===== src/rtl/instr_fetch_master.sv =====
// Sequential instruction fetch initiator: pipelined word reads on a req/gnt/rvalid
// bus, responses buffered in a small FIFO and presented on a valid/ready port.
module instr_fetch_master #(
  parameter int unsigned DEPTH           = 4,
  parameter int unsigned MAX_OUTSTANDING = 3,
  parameter logic [31:0] BOOT_ADDR       = 32'h0000_0000
) (
  input  logic        clk_i,
  input  logic        rst_ni,
  input  logic        fetch_en_i,
  input  logic        branch_i,
  input  logic [31:0] branch_addr_i,
  output logic        instr_valid_o,
  input  logic        instr_ready_i,
  output logic [31:0] instr_rdata_o,
  output logic [31:0] instr_addr_o,
  output logic        instr_err_o,
  output logic        bus_req_o,
  output logic [31:0] bus_addr_o,
  output logic        bus_we_o,
  output logic [3:0]  bus_be_o,
  input  logic        bus_gnt_i,
  input  logic        bus_rvalid_i,
  input  logic [31:0] bus_rdata_i,
  input  logic        bus_err_i,
  output logic        busy_o
);
  localparam int unsigned PW  = $clog2(DEPTH);
  localparam int unsigned CW  = $clog2(DEPTH + 1);
  localparam int unsigned CW1 = CW + 1;
  localparam logic [CW-1:0] MAX_OUT_C = CW'(MAX_OUTSTANDING);
  localparam logic [CW:0]   DEPTH_C   = CW1'(DEPTH);

  typedef enum logic [0:0] {FETCH = 1'b0, HALT_ERR = 1'b1} state_e;

  state_e        state_r, state_n_s;
  logic          req_r, req_n_s;
  logic [31:0]   req_addr_r, req_addr_n_s;
  logic          redir_r, redir_n_s;
  logic [31:0]   redir_addr_r, redir_addr_n_s;
  logic [31:0]   resp_addr_r, resp_addr_n_s;
  logic [CW-1:0] outs_r, outs_n_s;
  logic [CW-1:0] discard_r, disc_n_s;
  logic [CW-1:0] cnt_r, cnt_n_s;
  logic [CW:0]   credit_sum_s;
  logic [PW-1:0] wr_ptr_r, rd_ptr_r;
  logic [31:0]   fifo_addr_r [DEPTH];
  logic [31:0]   fifo_data_r [DEPTH];
  logic          fifo_err_r  [DEPTH];
  logic          gnt_s, rv_s, push_s, pop_s, dec_s, inc_s;
  logic [31:0]   tgt_s;

  // Next-state computation for counters, addresses, state and request.
  always_comb begin
    gnt_s  = req_r & bus_gnt_i;
    rv_s   = bus_rvalid_i & (outs_r != '0);
    tgt_s  = branch_addr_i & 32'hFFFF_FFFC;
    push_s = rv_s & ~branch_i & (discard_r == '0);
    pop_s  = (cnt_r != '0) & instr_ready_i & ~branch_i;
    dec_s  = rv_s & (discard_r != '0);
    inc_s  = gnt_s & redir_r;

    if (gnt_s && !rv_s) outs_n_s = outs_r + CW'(1);
    else if (!gnt_s && rv_s) outs_n_s = outs_r - CW'(1);
    else outs_n_s = outs_r;

    if (branch_i) cnt_n_s = '0;
    else if (push_s && !pop_s) cnt_n_s = cnt_r + CW'(1);
    else if (!push_s && pop_s) cnt_n_s = cnt_r - CW'(1);
    else cnt_n_s = cnt_r;

    // A redirected-but-ungranted request joins the discard count when it is granted.
    if (branch_i) disc_n_s = outs_n_s;
    else if (dec_s && !inc_s) disc_n_s = discard_r - CW'(1);
    else if (!dec_s && inc_s) disc_n_s = discard_r + CW'(1);
    else disc_n_s = discard_r;

    if (branch_i) state_n_s = FETCH;
    else if (push_s && bus_err_i) state_n_s = HALT_ERR;
    else state_n_s = state_r;

    req_addr_n_s   = req_addr_r;
    redir_n_s      = redir_r;
    redir_addr_n_s = redir_addr_r;
    if (branch_i && req_r && !bus_gnt_i) begin
      redir_n_s      = 1'b1;
      redir_addr_n_s = tgt_s;
    end else if (branch_i) begin
      req_addr_n_s = tgt_s;
      redir_n_s    = 1'b0;
    end else if (inc_s) begin
      req_addr_n_s = redir_addr_r;
      redir_n_s    = 1'b0;
    end else if (gnt_s) begin
      req_addr_n_s = req_addr_r + 32'd4;
    end else begin
      req_addr_n_s = req_addr_r;
    end

    if (branch_i) resp_addr_n_s = tgt_s;
    else if (push_s) resp_addr_n_s = resp_addr_r + 32'd4;
    else resp_addr_n_s = resp_addr_r;

    credit_sum_s = {1'b0, cnt_n_s} + {1'b0, outs_n_s};
    req_n_s = (req_r & ~bus_gnt_i) |
              ((state_n_s == FETCH) & fetch_en_i & (outs_n_s < MAX_OUT_C) &
               (credit_sum_s < DEPTH_C));
  end

  // Control registers and fetch state.
  always_ff @(posedge clk_i or negedge rst_ni) begin
    if (!rst_ni) begin
      state_r      <= FETCH;
      req_r        <= 1'b0;
      req_addr_r   <= BOOT_ADDR;
      redir_r      <= 1'b0;
      redir_addr_r <= 32'h0000_0000;
      resp_addr_r  <= BOOT_ADDR;
      outs_r       <= '0;
      discard_r    <= '0;
      cnt_r        <= '0;
    end else begin
      state_r      <= state_n_s;
      req_r        <= req_n_s;
      req_addr_r   <= req_addr_n_s;
      redir_r      <= redir_n_s;
      redir_addr_r <= redir_addr_n_s;
      resp_addr_r  <= resp_addr_n_s;
      outs_r       <= outs_n_s;
      discard_r    <= disc_n_s;
      cnt_r        <= cnt_n_s;
    end
  end

  // Response FIFO storage and pointers; a redirect empties it.
  always_ff @(posedge clk_i or negedge rst_ni) begin
    if (!rst_ni) begin
      for (int unsigned i = 0; i < DEPTH; i++) begin
        fifo_addr_r[i] <= 32'h0000_0000;
        fifo_data_r[i] <= 32'h0000_0000;
        fifo_err_r[i]  <= 1'b0;
      end
      wr_ptr_r <= '0;
      rd_ptr_r <= '0;
    end else if (branch_i) begin
      wr_ptr_r <= '0;
      rd_ptr_r <= '0;
    end else begin
      if (push_s) begin
        fifo_addr_r[wr_ptr_r] <= resp_addr_r;
        fifo_data_r[wr_ptr_r] <= bus_rdata_i;
        fifo_err_r[wr_ptr_r]  <= bus_err_i;
        wr_ptr_r              <= wr_ptr_r + PW'(1);
      end else begin
        wr_ptr_r <= wr_ptr_r;
      end
      if (pop_s) rd_ptr_r <= rd_ptr_r + PW'(1);
      else rd_ptr_r <= rd_ptr_r;
    end
  end

  assign bus_req_o     = req_r;
  assign bus_addr_o    = req_addr_r;
  assign bus_we_o      = 1'b0;
  assign bus_be_o      = 4'hF;
  assign busy_o        = req_r | (outs_r != '0);
  assign instr_valid_o = (cnt_r != '0);
  assign instr_rdata_o = instr_valid_o ? fifo_data_r[rd_ptr_r] : 32'h0000_0000;
  assign instr_addr_o  = instr_valid_o ? fifo_addr_r[rd_ptr_r] : 32'h0000_0000;
  assign instr_err_o   = instr_valid_o ? fifo_err_r[rd_ptr_r] : 1'b0;

endmodule


===== config.mk =====
export PLATFORM = sky130hd
export DESIGN_NAME = instr_fetch_master
export DESIGN_NICKNAME = d
export VERILOG_FILES = /design/src/rtl/instr_fetch_master.sv
export SDC_FILE = /design/constraint.sdc
export NUM_CORES = 1
export LEC_CHECK = 0
export ABC_AREA = 1
export CORE_ASPECT_RATIO = 0.75
export CORE_MARGIN = 2
export CORE_UTILIZATION = 30
export DETAILED_ROUTE_END_ITERATION = 8
export SYNTH_ARGS = -nofsm -noshare
export SYNTH_HDL_FRONTEND = slang
export SYNTH_SLANG_ARGS = --single-unit

===== constraint.sdc =====
create_clock -name clk_i -period 3 [get_ports clk_i]
set_input_delay 0.6 -clock clk_i [delete_from_list [all_inputs] [get_ports clk_i]]
set_output_delay 0.6 -clock clk_i [all_outputs]
set_load 0.02 [all_outputs]

### Yosys cells after proc, flatten, opt, wreduce, memory -nomap -nowiden

Cells that the tools add are included.

* register bits after elaboration: 370
* bits of input ports: 72
* output and inout port bits: 105
* logic and storage cells: 128

* reduce and logical (&&, ||, !) cells: 28
* magnitude comparators: 5
* bitwise operators: 20
* multiplexer cells: 41
* add/sub/neg operators: 11

Operators with widths (number)
* 32-bit 2-to-1 mux: 12
* 128-bit bitwise mux: 2
* 32-bit binary-select mux with 2-bit select: 2
* 32-bit by 3-bit adder with 32-bit output, second input constant: 2
* 32-bit demux with 2-bit select: 1
* 3-bit 2-to-1 mux: 8
* 3-bit nonzero test: 6
* 1-bit AND: 12
* 1-bit logical AND: 10
* 3-bit by 1-bit adder with 3-bit output, second input constant: 3
* 1-bit 2-to-1 mux: 9
* 3-bit by 1-bit subtractor with 3-bit output, second input constant: 3
* 2-bit 2-to-1 mux: 4
* 1-bit logical NOT: 7
* 3-bit >= comparator, second input constant: 2
* 2-bit NOT with 3-bit output: 2
* 2-bit by 1-bit adder with 2-bit output, second input constant: 2
* 3-bit by 3-bit adder with 4-bit output: 1
* 4-bit bitwise mux: 1
* 4-bit by 3-bit < comparator with 1-bit output, second input constant: 1
* 1-bit NOT: 4
* 2-bit AND reduction: 2
* 2-bit nonzero test: 2
* 3-bit logical NOT: 1
* 5 further kinds: 6

### Longest topological paths before layout

Gate-level depths: netlist (run 1).

* depth after elaboration: 13
* gate-level depth with buffers: 16
* gate-level depth less buffers: 15

### Worst setup path after synthesis (run 1)

Ideal clock, no wire load.

* path type: in2reg
* start: input branch_i
* end: register req_r (netlist: bus_req_o)
* data required time: 2.935 ns
* path buffers: 1
* setup time: 0.065 ns
* setup slack: 0.697 ns
* data arrival time: 2.238 ns
* stages on the path: 14
* path through: nor2_1 > nand2_2 > nor2_8 > buf_6 > nand3_1 > nand2_1 > o21ai_0 > a21oi_1 > ha_1 > nor4_1 > nand2_1 > nor2_1 > nand2_1 > nand2_1

* word-level cells in the longest chain between the ends: 12
* elaborated cells between the ends (all ways): 21
* those cells by class: add/sub (1); order compare (1); mux (5); bitwise (9); reduce/logical (5)

Ends and longest elaborated chain
* start: declaration: line 11 `input logic branch_i,`
* 1-bit NOT (no source line)
* 1-bit AND (2 in a row): line 58 `push_s = rv_s & ~branch_i & (discard_r == '0);`
* 1-bit logical NOT: line 69 `else if (!push_s && pop_s) cnt_n_s = cnt_r - CW'(1);`
* 1-bit logical AND: line 69
* 3-bit 2-to-1 mux: line 69
* 3-bit 2-to-1 mux: line 68 `else if (push_s && !pop_s) cnt_n_s = cnt_r + CW'(1);`
* 3-bit 2-to-1 mux *: line 67 `if (branch_i) cnt_n_s = '0;`
* net cnt_n_s[2]: line 44 `logic [CW-1:0] cnt_r, cnt_n_s;`
* 3-bit by 3-bit adder with 4-bit output *: line 104 `credit_sum_s = {1'b0, cnt_n_s} + {1'b0, outs_n_s};`
* 4-bit by 3-bit < comparator with 1-bit output *: line 107 `(credit_sum_s < DEPTH_C));`
* 1-bit AND *: line 106 `((state_n_s == FETCH) & fetch_en_i & (outs_n_s < MAX_OUT_C) &`
* 1-bit OR *: line 105 `req_n_s = (req_r & ~bus_gnt_i) |`
* net req_n_s: line 37 `logic req_r, req_n_s;`
* end signal: assignment: line 124 `req_r <= req_n_s;`
* end: declaration: line 37

Mark *: on every way through the listed nets, which the timed path passes. The rest lies on a longest branch.
A chain may end at the register's enable or synchronous reset.

### Worst setup path in the final report (run 1)

* start: register cnt_r[0]
* end: output instr_addr_o[19]

* word-level cells in the longest chain between the ends: 2

Ends and longest elaborated chain
* start: declaration: line 44
* start signal: assignment: line 131 `cnt_r <= cnt_n_s;`
* 3-bit nonzero test: line 167 `assign instr_valid_o = (cnt_r != '0);`
* 32-bit 2-to-1 mux: line 169 `assign instr_addr_o = instr_valid_o ? fifo_addr_r[rd_ptr_r] : 32'h0000_0000;`
* end: declaration: line 16 `output logic [31:0] instr_addr_o,`

Every way passes these cells.

==> results.toml, run 1 <==
[outcome]
outcome = "completed"

[floorplanning]
rows = 77
ios = 177
dieWidth_um = 284.4
die-area_sq_mm = 0.06093
core_area_sq_mm = 0.05858
die_y_um = 214.3
start_util = 0.3019

[worst_setup_path]
start_kind = "register"
slowest_stage = "dfrtp_1"
critPathArrivalTime_ns = 2.30
r2r-start = "outs_r[0]$_DFF_PN0_"
path_buf_inv = 4
crit_type = "reg -> out"
worstPathMaxFanout = 63
crit_end = "instr_addr_o[19]"
reg2reg_slack_ns = 0.46
worstPathRequired_ns = 2.40
r2r_cells = 15
crit_start = "cnt_r[0]$_DFF_PN0_"
cp.depth = 7
crit_family = "buffers and inverters"
path_cells = "inv_1 > ha_1 > nand2_1 > inv_2 > buf_12 > a21oi_1 > dlygate4sd2_1"
worst_r2r_endpoint = "bus_req_o$_DFF_PN0_"
max_stage_delay_ns = 0.37
end_kind = "output pin"

[sta]
finalHoldViolations = 0
skew_ns = 0.01925
setup-violations-final = 0
drv_slew = 0
grt_setup_unrepaired = "true"
timing.fmax_mhz = 344.3
min_period_over_period = 0.9682
fin_crit_ns = 2.905
slew_headroom = 0.4636
worstMarginPinSlew_ns = 0.7973
final.setup.worst_slack_ns = 0.09549

[final_layout]
area_delta_synth_final_pct = 22.19
final_common_cell = "nand2_1"
drive_above_1_share = 0.08121
post_layout_nonfiller_instances = 3180
final_cell_mix = "nand2_1 (475), nor2_1 (379), o21ai_0 (366)"
post-route-util = 0.3690
fin_area_sq_mm = 0.02161
fin_nets = 2449

[power]
vdd_drop_max_uv = 550.2
p_leak_nw = 9.800
swShare = 0.3719
seq_power_share = 0.386
power.switching_mw = 6.812
p_int_mw = 11.50
p_per_area_mw_per_mm2 = 847.4
p_comb_frac = 0.336
p_clk_frac = 0.278

[drt]
drt-total-wl_mm = 53.40
dr.pass1.iters = 6
drc_errors = 0
viasPerCell = 4.958
wire_per_inst_um = 16.79
postRouteAntennaNets = 0
drt_iter0_drc = 1455
num_vias = 15766

[cts]
cts_made_buffers = 38
clock-sinks = 358
clkTransAtPathRegs_ns = 0.06
cts_tree = "built"
cts.path.max_buffers = 3
clk_latency_ns = 0.55
root_buffer = "clkbuf_16"
ctsHoldBuffers = 0
htree_levels = 2

[place]
place_hpwl_mm = 33.52
place_inst = 3110
gp_congestion = 0.8758
port_buffers = 165
place_ws_ns = 0.01302
place_area_sq_mm = 0.02029

[job]
drv_cap = 0

[worst_hold_path]
hold_class = "in -> async"

[grt]
grtUsageTotal = 0.1732
antenna_found_initial = 1
gr-total-overflow = 0
grt_first_pass_wirelength_mm = 85.31
grt_pass1_vias = 15321
grt_max_degree = 127

[synth]
async_reset_ff_frac = 1.000
synth_area_sq_mm = 0.01769
syn_avg_cell_area_sq_um = 7.882
synth_edf_count = 0
synth_warnings = 0
yosys_most_used_dff = "dfrtp_1"
yosysUniqueCellTypes = 43
syn_inst = 2244
synth-seq-cells = 358
yosysSeqAreaShare = 0.5065
-- cells in the mapped netlist, types with 29 or more instances --
cell        n  share of area
clkbuf_1   81          0.017
nand2_1   475           0.10
buf_2      34         0.0096
o21ai_0   366           0.10
nor2_1    379          0.080
o21ai_1    50          0.014
nand3_1    55          0.016
a21oi_1   109          0.031
inv_1     126          0.027
mux2_2     29          0.018
dfrtp_1   358           0.51
-- worst reg2reg max path, delay by kind of cell, from the launching register on --
family | cells | cell delay, ns
buffers and inverters | 2 | 0.27
DFF | 1 | 0.35
and+or+nand+nor | 9 | 1.02
adders and majority gates | 2 | 0.45
AOI/OAI and AO/OA | 2 | 0.41
-- cell families (layout without fill, tap and decap cells) --
kind of cell | Yosys count | in the layout | share of synthesized area
XOR/XNOR | 28 | 28 | 0.01387
AO/OA/AOI/OAI | 569 | 569 | 0.1669
adder cells (fa/ha/maj) | 15 | 15 | 0.01104
other | 2 | 10 | 0.0004246
flip-flops | 358 | 358 | 0.5065
buffers and inverters | 269 | 407 | 0.06225
AND/OR/NAND/NOR | 974 | 974 | 0.2206
multiplexers | 29 | 29 | 0.01846
-- registers in the layout, summed over array words and instances (netlist names) --
signal	flops
discard_r	3
resp_addr_r	30
bus_addr_o	30
state_r	1
fifo_err_r	4
fifo_addr_r	120
wr_ptr_r	2
redir_addr_r	30
fifo_data_r	128
bus_req_o	1
outs_r	3
redir_r	1
rd_ptr_r	2
cnt_r	3
-- per-layer routing --
metal	part of all wire	GRT usage	vias to the layer above
li1	-	-	7561
met1	0.47	0.2526	7572
met2	0.44	0.2624	569
met3	0.075	0.03617	64
met4	0.017	0.04000	0
met5	0	0	-
-- stage by stage --
step | total power, mW | TNS, ns | hold slack [ns]
floorplan | 10.78 | 0 | 0.3044
global placement | 13.16 | 0 | 0.4597
detailed placement | 13.34 | 0 | 0.4680
CTS | 18.45 | -0.1424 | 0.06760
global route | 19.64 | -0.2802 | 0.07750
finish | 18.31 | 0 | 0.02093
-- how the worst min path moves through the flow --
| stage | start | end | slack, ns |
|---|---|---|---|
| 2_1_floorplan | rst_ni | bus_addr_o[10]$_DFFE_PN0P_ | 0.30 |
| 3_3_place_gp | fifo_addr_r[4]$_DFFE_PN0P_ | fifo_addr_r[4]$_DFFE_PN0P_ | 0.46 |
| 3_5_place_dp | fifo_data_r[2]$_DFFE_PN0P_ | fifo_data_r[2]$_DFFE_PN0P_ | 0.47 |
| 4_1_cts | rst_ni | fifo_data_r[53]$_DFFE_PN0P_ | 0.07 |
| 5_1_grt | rst_ni | fifo_data_r[53]$_DFFE_PN0P_ | 0.08 |
| 6_report | rst_ni | fifo_data_r[53]$_DFFE_PN0P_ | 0.02 |
-- final cells by class --
type | count | area [sq um]
diodes | 1 | 2.502
well taps | 790 | 988.4
multi-input cells | 1624 | 7717
flip-flops and latches | 358 | 8964
clock inverters | 12 | 185.2
inverters | 131 | 499.2
fillers | 6036 | 36960
clock buffers | 55 | 1156
repair buffers | 209 | 2100
-- power by group through the flow --
stage	sequential (mW)	combinational, mW	clock, mW
finish	7.07	6.15	5.09
floorplan	7.06	3.72	0
CTS	7.05	6.18	5.22
global placement	7.06	6.11	0
global route	7.23	6.95	5.46
detailed placement	7.11	6.23	0
-- timing repair --
item                       4_1_cts  5_1_grt
cloned                           1        1
buffers inserted                 0        0
resized for setup               78       53
setup endpoints to repair       61       51
pin swaps                        0        1
Note: power is estimated with default switching activity, not from simulation.
==> inputs of run 2 (changes only) <==
- ABC_CLOCK_PERIOD_IN_PS: unset -> 3000
==> results of run 2 <==
The final DEF is identical to that of run 1; final timing and power are the same.
==> inputs of run 3 (changes only) <==
- DONT_BUFFER_PORTS: unset -> 1
==> run 3 against run 2 <==
Compared with the run above: the flow now finishes with violations (negative hold slack); wire length fell by 3.0%; via count fell by 3.6%; die area did not move; combinational power fell by 15%; maximum frequency rose by 0.86%.
==> results.toml, run 3 (same netlist as run 1, synthesis figures left out) <==
[outcome]
outcome = "finished with violations"
violations = "negative hold slack"

[sta]
slew_headroom = 0.3037
setup-violations-final = 0
finalHoldViolations = 358
drv_slew = 0
grt_setup_unrepaired = "true"
timing.fmax_mhz = 347.3
final.setup.worst_slack_ns = 0.1203
hold_slack_ns = -0.2561
min_period_over_period = 0.9599
worstMarginPinSlew_ns = 1.044
fin_crit_ns = 2.880
fin_setup_tns_ns = 0
skew_ns = 0.01842

[grt]
gr-total-overflow = 0
use_met3 = 0.04202
met1_usage = 0.2395
antenna_found_initial = 0
grt_use_met2 = 0.2579
grt_pass1_vias = 14855
grt_first_pass_wirelength_mm = 83.39
grt_max_degree = 359
grtUsageTotal = 0.1688
grt-busiest-layer = "met2"

[place]
place_hpwl_mm = 32.74
place_area_sq_mm = 0.01896
gp_congestion = 0.8604
place_ws_ns = 0.4855
port_buffers = 0

[cts]
root_buffer = "clkbuf_16"
clk_latency_ns = 0.55
cts.path.max_buffers = 3
cts_made_buffers = 37
clkTransAtPathRegs_ns = 0.06
cts_tree = "built"
clock-sinks = 358
htree_levels = 2

[power]
power.switching_mw = 6.452
vdd_drop_max_uv = 404.8
seq_power_share = 0.420
p_comb_frac = 0.301
p_int_mw = 10.89
p_per_area_mw_per_mm2 = 858.0
swShare = 0.3720
power_mw = 17.35
p_leak_nw = 9.163
p_clk_frac = 0.279

[worst_setup_path]
critPathArrivalTime_ns = 2.28
reg2reg_slack_ns = 0.46
end_kind = "output pin"
r2r-start = "outs_r[0]$_DFF_PN0_"
worstPathMaxFanout = 31
worstPathRequired_ns = 2.40
crit_start = "rd_ptr_r[0]$_DFFE_PN0P_"
start_kind = "register"
crit_type = "reg -> out"
worst_r2r_endpoint = "bus_req_o$_DFF_PN0_"
crit_end = "instr_rdata_o[8]"
r2r_cells = 15

[final_layout]
top_register = "fifo_data_r"
area_delta_synth_final_pct = 14.30
final_cell_mix = "nand2_1 (475), nor2_1 (379), o21ai_0 (366)"
drive_above_1_share = 0.08627
top_regs = "fifo_data_r: 128 flops, fifo_addr_r: 120 flops"
fin_area_sq_mm = 0.02022
fin_nets = 2332
antennaDiodeCount = 0
largest_register_ffs = 128
final_common_cell = "nand2_1"

[drt]
postRouteAntennaNets = 0
viasPerCell = 4.962
drc_errors = 0
drt-total-wl_mm = 51.79
num_vias = 15194
wire_per_inst_um = 16.92
dr.pass1.iters = 5
drt_iter0_drc = 1496

[worst_hold_path]
hold_class = "in -> async"

[floorplanning]
start_util = 0.3019
die-area_sq_mm = 0.06093
rows = 77
ios = 177
die_y_um = 214.3
core_area_sq_mm = 0.05858
dieWidth_um = 284.4

[job]
drv_cap = 0
==> run 3: cell types whose count changed in the layout (fill, tap and decap cells not counted), moves of 4 or more <==
cell             change
clkbuf_2            -21
clkdlybuf4s50_1    -100
clkbuf_1             +8
buf_12               -4
dlygate4sd2_1       -30
a21oi_2             -12
buf_4               +55
a21oi_1             +12
clkdlybuf4s15_1      -8
clkbuf_8             -5
==> run 3: worst max-delay path, cell delays in order (launching register included) <==
cell,delay (ns)
dfrtp_4,0.56
clkinv_2,0.24
buf_12,0.23
buf_12,0.19
o21ai_0,0.10
a21oi_1,0.22
buf_4,0.18
==> run 3: power by group through the flow <==
| stage | combinational [mW] | sequential (mW) | clock, mW |
|---|---|---|---|
| floorplan | 3.72 | 7.06 | 0 |
| global placement | 5.09 | 7.30 | 0 |
| detailed placement | 5.24 | 7.36 | 0 |
| CTS | 5.27 | 7.28 | 4.98 |
| global route | 5.94 | 7.48 | 5.16 |
| finish | 5.22 | 7.29 | 4.83 |
==> run 3: area by class of cell <==
type,instances,area [sq um]
clock buffer,57,1092
clock inverter,9,156.4
fill,6226,38360
inverter,131,495.5
multi-input combinational,1624,7672
sequential,358,8964
tap,790,988.4
timing repair buffer,93,848.3
==> run 3: routing by layer <==
layer / up-vias / share of wire
met5: - / 0
met4: 0 / 0.021
met3: 65 / 0.072
met2: 440 / 0.44
met1: 7360 / 0.47
li1: 7329 / -
==> run 3: timing repair <==
action / CTS / global route
endpoints found under the hold margin: 358 / 358
setup buffers: 0 / 0
gates resized for setup: 1 / 1
setup endpoints to repair: 1 / 7
==> run 3: through the flow <==
step | utilization | hold WS, ns | cells
3_3_place_gp | 0.3238 | 0.3154 | 2996
2_1_floorplan | - | 0.3044 | 2251
5_1_grt | 0.3451 | -0.2873 | 3062
3_5_place_dp | 0.3238 | 0.3153 | 2996
4_1_cts | 0.3451 | -0.2806 | 3062
6_report | 0.3451 | -0.2561 | 3062
==> run 3: worst min-delay path by stage <==
stage	startpoint	end	cells after the start
2_1_floorplan	rst_ni	bus_addr_o[10]$_DFFE_PN0P_	0
3_3_place_gp	rst_ni	fifo_data_r[118]$_DFFE_PN0P_	0
3_5_place_dp	rst_ni	fifo_data_r[117]$_DFFE_PN0P_	0
4_1_cts	rst_ni	fifo_data_r[117]$_DFFE_PN0P_	0
5_1_grt	rst_ni	fifo_data_r[21]$_DFFE_PN0P_	0
6_report	rst_ni	fifo_data_r[21]$_DFFE_PN0P_	0
